<file path="config.mk">
export PLATFORM = sky130hd
export DESIGN_NAME = int_to_float_pipe
export DESIGN_NICKNAME = d
export VERILOG_FILES = /design/src/rtl/float_conv_pkg.sv /design/src/rtl/int_to_float_lzc.sv /design/src/rtl/int_to_float_pipe.sv
export SDC_FILE = /design/constraint.sdc
export NUM_CORES = 1
export LEC_CHECK = 0
export BUFFER_PORTS_ARGS = -buffer_cell sky130_fd_sc_hd__buf_2
export CORE_MARGIN = 2
export CORE_UTILIZATION = 55
export DETAILED_ROUTE_END_ITERATION = 8
export PLACE_DENSITY_LB_ADDON = 0.08
export REMOVE_ABC_BUFFERS = 1
export SLEW_MARGIN = 20
export SYNTH_ARGS = -nofsm -noshare
export SYNTH_HDL_FRONTEND = slang
export SYNTH_SLANG_ARGS = --single-unit
</file>
<file path="constraint.sdc">
create_clock -name clk_i -period 7.53 [get_ports clk_i]
set_input_delay 1.506 -clock clk_i [delete_from_list [all_inputs] [get_ports clk_i]]
set_output_delay 1.506 -clock clk_i [all_outputs]
set_load 0.05 [all_outputs]
</file>
<file path="src/rtl/float_conv_pkg.sv">
// Shared definitions for the integer/float converters: input format codes
// and width helpers used by both conversion directions.
package float_conv_pkg;

   localparam int SIGN_MAG  = 0;
   localparam int TWOS_COMP = 1;

   // Two's complement needs one extra magnitude bit to hold -2^(W-1).
   function automatic int mag_width(input int int_width, input int signed_mode);
      if (signed_mode == TWOS_COMP) begin
         return int_width;
      end else begin
         return int_width - 1;
      end
   endfunction

   function automatic int float_width(input int exp_width, input int frac_width);
      return 1 + exp_width + frac_width;
   endfunction

endpackage

</file>
<file path="src/rtl/int_to_float_lzc.sv">
// Combinational leading-zero counter; count_o = WIDTH when the input is all zero.
module int_to_float_lzc #(
   parameter int WIDTH = 16,
   parameter int CW    = $clog2(WIDTH + 1)
) (
   input  logic [WIDTH-1:0] data_i,
   output logic [CW-1:0]    count_o,
   output logic             all_zero_o
);

   // Scan upward so the highest set bit is the last to write the count.
   always_comb begin
      count_o = CW'(WIDTH);
      for (int i = 0; i < WIDTH; i++) begin
         if (data_i[i]) begin
            count_o = CW'(WIDTH - 1 - i);
         end else begin
            count_o = count_o;
         end
      end
   end

   assign all_zero_o = ~|data_i;

endmodule

</file>
<file path="src/rtl/int_to_float_pipe.sv">
// Three-stage elastic integer-to-float converter: S1 sign/magnitude,
// S2 leading-one normalise, S3 round-half-even and pack.
module int_to_float_pipe
   import float_conv_pkg::*;
#(
   parameter int INT_WIDTH   = 16,
   parameter int EXP_WIDTH   = 5,
   parameter int FRAC_WIDTH  = 8,
   parameter int SIGNED_MODE = 1
) (
   input  logic                                         clk_i,
   input  logic                                         rst_ni,
   input  logic [INT_WIDTH-1:0]                         int_i,
   input  logic                                         in_valid_i,
   output logic                                         in_ready_o,
   output logic [float_width(EXP_WIDTH, FRAC_WIDTH)-1:0] float_o,
   output logic                                         inexact_o,
   output logic                                         out_valid_o,
   input  logic                                         out_ready_i
);

   localparam int MAG_W = mag_width(INT_WIDTH, SIGNED_MODE);
   localparam int FLT_W = float_width(EXP_WIDTH, FRAC_WIDTH);
   localparam int CNT_W = $clog2(MAG_W + 1);
   localparam int EXT_W = MAG_W + FRAC_WIDTH + 1;

   if (((2 ** EXP_WIDTH) - 1) < (MAG_W + 1)) begin : g_exp_width_chk
      $error("int_to_float_pipe: EXP_WIDTH too small for the largest exponent");
   end
   if ((INT_WIDTH < 4) || (FRAC_WIDTH < 2)) begin : g_width_chk
      $error("int_to_float_pipe: INT_WIDTH >= 4 and FRAC_WIDTH >= 2 required");
   end

   logic                  r_v1, r_v2, r_v3;
   logic                  r_s1_sign;
   logic [MAG_W-1:0]      r_s1_mag;
   logic                  r_s2_sign, r_s2_zero;
   logic [EXP_WIDTH-1:0]  r_s2_exp;
   logic [MAG_W-1:0]      r_s2_norm;
   logic [FLT_W-1:0]      r_float;
   logic                  r_inexact;

   logic                  w_ld1, w_ld2, w_ld3;
   logic [MAG_W-1:0]      w_in_mag;
   logic                  w_in_sign;
   logic [CNT_W-1:0]      w_lzc_cnt;
   logic                  w_lzc_zero;
   logic [MAG_W-1:0]      w_norm;
   logic [EXP_WIDTH-1:0]  w_exp;
   logic [EXT_W-1:0]      w_ext;
   logic [FRAC_WIDTH-1:0] w_frac_t;
   logic                  w_guard, w_sticky, w_rnd_up;
   logic [FRAC_WIDTH:0]   w_frac_sum;
   logic [EXP_WIDTH-1:0]  w_exp_out;
   logic [FRAC_WIDTH-1:0] w_frac_out;
   logic                  w_inexact;
   logic [FLT_W-1:0]      w_pack;

   // A stage may load when it is empty or its successor is loading.
   assign w_ld3      = ~r_v3 | out_ready_i;
   assign w_ld2      = ~r_v2 | w_ld3;
   assign w_ld1      = ~r_v1 | w_ld2;
   assign in_ready_o = w_ld1;

   if (SIGNED_MODE == TWOS_COMP) begin : g_twos
      logic [INT_WIDTH-1:0] w_neg;
      assign w_neg    = (~int_i) + INT_WIDTH'(1);
      assign w_in_mag = int_i[INT_WIDTH-1] ? w_neg : int_i;
   end else begin : g_smag
      assign w_in_mag = int_i[INT_WIDTH-2:0];
   end
   // Zero of either sign carries no sign so it packs to all zeros.
   assign w_in_sign = int_i[INT_WIDTH-1] & (|w_in_mag);

   // S1: capture sign and magnitude.
   always_ff @(posedge clk_i or negedge rst_ni) begin
      if (!rst_ni) begin
         r_v1      <= 1'b0;
         r_s1_sign <= 1'b0;
         r_s1_mag  <= '0;
      end else if (w_ld1) begin
         r_v1 <= in_valid_i;
         if (in_valid_i) begin
            r_s1_sign <= w_in_sign;
            r_s1_mag  <= w_in_mag;
         end
      end
   end

   int_to_float_lzc #(
      .WIDTH (MAG_W),
      .CW    (CNT_W)
   ) u_lzc (
      .data_i     (r_s1_mag),
      .count_o    (w_lzc_cnt),
      .all_zero_o (w_lzc_zero)
   );

   assign w_norm = r_s1_mag << w_lzc_cnt;
   assign w_exp  = EXP_WIDTH'(MAG_W) - EXP_WIDTH'(w_lzc_cnt);

   // S2: normalised magnitude and exponent.
   always_ff @(posedge clk_i or negedge rst_ni) begin
      if (!rst_ni) begin
         r_v2      <= 1'b0;
         r_s2_sign <= 1'b0;
         r_s2_zero <= 1'b0;
         r_s2_exp  <= '0;
         r_s2_norm <= '0;
      end else if (w_ld2) begin
         r_v2 <= r_v1;
         if (r_v1) begin
            r_s2_sign <= r_s1_sign;
            r_s2_zero <= w_lzc_zero;
            r_s2_exp  <= w_exp;
            r_s2_norm <= w_norm;
         end
      end
   end

   // Pad below the magnitude so guard/sticky exist even when nothing is discarded.
   assign w_ext      = {r_s2_norm, {(FRAC_WIDTH + 1){1'b0}}};
   assign w_frac_t   = w_ext[EXT_W-1 -: FRAC_WIDTH];
   assign w_guard    = w_ext[EXT_W-1-FRAC_WIDTH];
   assign w_sticky   = |w_ext[EXT_W-2-FRAC_WIDTH:0];
   assign w_rnd_up   = w_guard & (w_sticky | w_frac_t[0]);
   assign w_frac_sum = {1'b0, w_frac_t} + {{FRAC_WIDTH{1'b0}}, w_rnd_up};

   // Round-half-even with carry renormalisation; zero forced to all-zero encoding.
   always_comb begin
      w_exp_out  = r_s2_exp;
      w_frac_out = w_frac_sum[FRAC_WIDTH-1:0];
      w_inexact  = w_guard | w_sticky;
      if (r_s2_zero) begin
         w_exp_out  = '0;
         w_frac_out = '0;
         w_inexact  = 1'b0;
      end else if (w_frac_sum[FRAC_WIDTH]) begin
         w_exp_out  = r_s2_exp + EXP_WIDTH'(1);
         w_frac_out = {1'b1, {(FRAC_WIDTH - 1){1'b0}}};
      end else begin
         w_exp_out  = r_s2_exp;
      end
   end

   assign w_pack = {r_s2_sign & ~r_s2_zero, w_exp_out, w_frac_out};

   // S3: output register, held while the consumer stalls.
   always_ff @(posedge clk_i or negedge rst_ni) begin
      if (!rst_ni) begin
         r_v3      <= 1'b0;
         r_float   <= '0;
         r_inexact <= 1'b0;
      end else if (w_ld3) begin
         r_v3 <= r_v2;
         if (r_v2) begin
            r_float   <= w_pack;
            r_inexact <= w_inexact;
         end
      end
   end

   assign float_o     = r_float;
   assign inexact_o   = r_inexact;
   assign out_valid_o = r_v3;

endmodule

</file>
==> flow_summary.ini <==
[outcome]
status = complete, no violations

[cells_and_area]
layout.nets = 507
finalNonFillerCells = 566
syn_to_final_growth_pct = 9.681
design_area_um2 = 4210
n_antenna_cell = 0
layout-drive-gt1-share = 0.1358
fillers = 614

[floorplanning]
io_pins = 37
die_x_um = 87.54
initial_core_util = 0.5681
fp.coreArea_um2 = 6756
row_count = 30
fp.dieH_um = 87.54
dieArea_um2 = 7663

[grt]
grt_pass1_wl_um = 15050
antenna_found_initial = 0
first_global_vias = 3205
grt_max_degree = 59
grt_util_all_layers = 0.2473
gr-total-overflow = 0

[timing]
slew_viol_final = 0
max_slew_margin = 0.4056
tightest_slew_ns = 0.8835
tns_ns = 0
rsz0062_at_grt = no
max_freq_mhz = 273.7
whs_ns = 0.4739
timing.final.crit_period_ns = 3.654
fin_crit_sh = 0.4853
hold_violations = 0
fin_skew_ns = 0.009457
finalSetupViolCount = 0

[synth]
synth_compound_area_frac = 0.2154
netlist_area_um2 = 3839
ys.warnings.count = 0
synth_flop_cell = dfrtp_1
synthAdderAreaFrac = 0.01630
netlist_instances = 461
muxShareOfSynthArea = 0.04661
yosys.area_share.simple = 0.2438
synth_top_family_by_area = simple AND/OR/NAND/NOR gates
syn_area_per_cell_um2 = 8.327
async_reset_ff_frac = 1.000
synth-seq-cells = 58
synth-edff-count = 0
yosysUniqueCellTypes = 61
yosysSeqAreaShare = 0.3781
synth_xor_area_frac = 0.05704

[setup_path]
critPathKind = in -> out
cp-end-kind = output pin
cp_slowest_stage_delay_ns = 0.24
path_max_fanout = 4
worst_setup_path_start_kind = input pin
worstPathCellList = buf_2 -> nor2b_1 -> nand3_1 -> buf_2
cp-startpoint = out_ready_i
cp_top_family = buffers and inverters
required_ns = 6.02
cp_slowest_cell = buf_2
critical_path.most_common_cell = buf_2
reg2reg_from = r_s1_mag[10]
crit_buf_inv = 2
arrival_ns = 2.15

[detailed_routing]
route.detailed.drc = 0
via_count = 3450
drtAntennaViolNets = 0
viasPerCell = 6.095
first_iter_violations = 145
totalWireLength_um = 8904
firstDrtPassIters = 4
wire_per_inst_um = 15.73

[job]
drv_cap = 0

[power_and_ir_drop]
pwr-share-comb = 0.388
p_leak_nw = 1.835
ir_drop_mv = 0.09707
intPower_mw = 0.7717
p_sw_mw = 0.5408
swShare = 0.4120
p_clk_frac = 0.243
p_total_mw = 1.313
p_seq_frac = 0.370
powerDensity_nw_per_um2 = 311.8

[placement]
dp_cells = 551
dp_hpwl_um = 6621
gp_congestion = 0.9107
portBuffers = 36
placed_cell_area_um2 = 3993

[min_path]
min_path_type = reg -> reg
hold_start = float_o[4]

[clock_network]
clkTransAtPathRegs_ns = 0.06
cts_buffers = 9
cts_root_buffer = clkbuf_8
cts_htree_levels = 3
clk_latency_ns = 0.34
postCtsSetupBuffers = 0
clock_sinks = 58
cts_resized = 0
cts_tree = built
clockBufferDepth = 2
hold_buffers = 0
==> through the flow <==
| step | utilization | setup WS (ns) |
|---|---|---|
| 6_report | 0.6231 | 3.876 |
| 5_1_grt | 0.6231 | 3.769 |
| 4_1_cts | 0.6231 | 3.886 |
| 3_5_place_dp | 0.5909 | 3.793 |
| 3_3_place_gp | 0.5909 | 3.850 |
| 2_1_floorplan | - | 3.939 |
==> synthesized netlist by cell type, drive strengths merged (3+ instances only) <==
cell / number / area (um2)
inv: 8 / 30.03
and3: 5 / 31.28
or4: 4 / 33.78
o31ai: 6 / 45.04
xor2: 15 / 131.4
a21o: 4 / 30.03
mux2: 5 / 56.30
nand4: 6 / 37.54
a2111oi: 3 / 26.28
nand2b: 9 / 56.30
o211ai: 3 / 22.52
or2: 4 / 25.02
xnor2: 10 / 87.58
nand2: 81 / 304.0
nor2b: 5 / 31.28
dfrtp: 58 / 1451
o22a: 3 / 26.28
and2: 7 / 43.79
or3: 5 / 37.54
a22o: 7 / 61.31
a21oi: 13 / 65.06
mux2i: 10 / 100.1
o21a: 4 / 30.03
nor4: 9 / 56.30
nor3: 11 / 66.32
a211oi: 7 / 52.55
o21ai: 54 / 270.3
ha: 5 / 62.56
a31oi: 5 / 31.28
nand3: 9 / 45.04
buf: 9 / 66.31
nor2: 34 / 127.6
clkbuf: 18 / 67.56
==> layout by cell type (no fill, tap or decap), types with 3 or more instances in the layout <==
master     instances
buf_2             36
ha_1               5
o211ai_1           3
clkbuf_8          10
o22a_1             3
a21o_1             4
nand2b_1           9
or2_2              4
a2111oi_0          3
o31ai_1            6
nor2_1            34
a22o_1             7
nor4_1             9
o21a_1             4
or3_1              3
dfrtp_1           58
nand2_1           81
a31oi_1            5
and2_1             7
and3_1             5
xnor2_1           10
xor2_1            15
nand3_1            9
inv_1              8
mux2i_1           10
a211oi_1           7
nand4_1            6
nor2b_1            5
nor3_1            10
a21oi_1           13
o21ai_0           52
mux2_2             5
or4_1              3
==> power by group through the flow <==
| stage | registers [mW] | logic [mW] | clock network (mW) |
|---|---|---|---|
| final | 0.485 | 0.509 | 0.319 |
| after CTS | 0.485 | 0.508 | 0.323 |
| after global placement | 0.486 | 0.500 | 0 |
| after floorplan | 0.573 | 0.285 | 0 |
| after global routing | 0.499 | 0.561 | 0.340 |
| after detailed placement | 0.491 | 0.505 | 0 |
==> worst reg2reg max path, delay by kind of cell (launching register included) <==
family                 cells  cell delay (ns)
muxes                      2             0.55
DFF                        1             0.50
buffers and inverters      1             0.39
AOI/OAI and AO/OA          3             1.51
==> final timing paths <==
kind	cells past startpoint	endpoint	slack, ns
min in group asynchronous	2	float_o[10]	1.29
min	2	float_o[4]	0.47
max	4	in_ready_o	3.88
max in group asynchronous	2	r_s1_mag[5]	5.76
max reg2reg	6	r_s2_norm[9]	4.48
min reg2reg	2	float_o[4]	0.47
==> kinds of logic after synthesis <==
group,after synthesis
multiplexers,16
flip-flops,58
buffers and inverters,35
XOR/XNOR,25
AO/OA/AOI/OAI,128
AND/OR/NAND/NOR,194
adder cells (fa/ha/maj),5
==> layout make-up <==
type                       instances  area [um2]  area share
sequential                        58        1451      0.3447
multi-input combinational        368        2223      0.5281
tap                               80       100.1     0.02377
clock buffer                      11       141.4     0.03358
inverter                           8       30.03    0.007132
timing repair buffer              37       187.7     0.04458
clock inverter                     4       76.32     0.01813
==> flip-flops by register name, indices dropped and copies added (netlist names) <==
name and cells:
r_v1 1, r_s2_zero 1, r_s2_exp 5, r_s1_mag 16, r_s2_sign 1, float_o 14, inexact_o 1, r_v2 1
r_s2_norm 16, r_s1_sign 1, out_valid_o 1
==> layer usage <==
metal	vias up	part of all wire	wire length, um	global-route usage
li1	1702	-	-	-
met4	0	0.038	337	0.1203
met2	84	0.49	4322	0.4160
met3	29	0.035	313	0.04430
met5	-	0	0	0
met1	1635	0.44	3930	0.3068
Note: power is estimated with default switching activity, not from simulation.
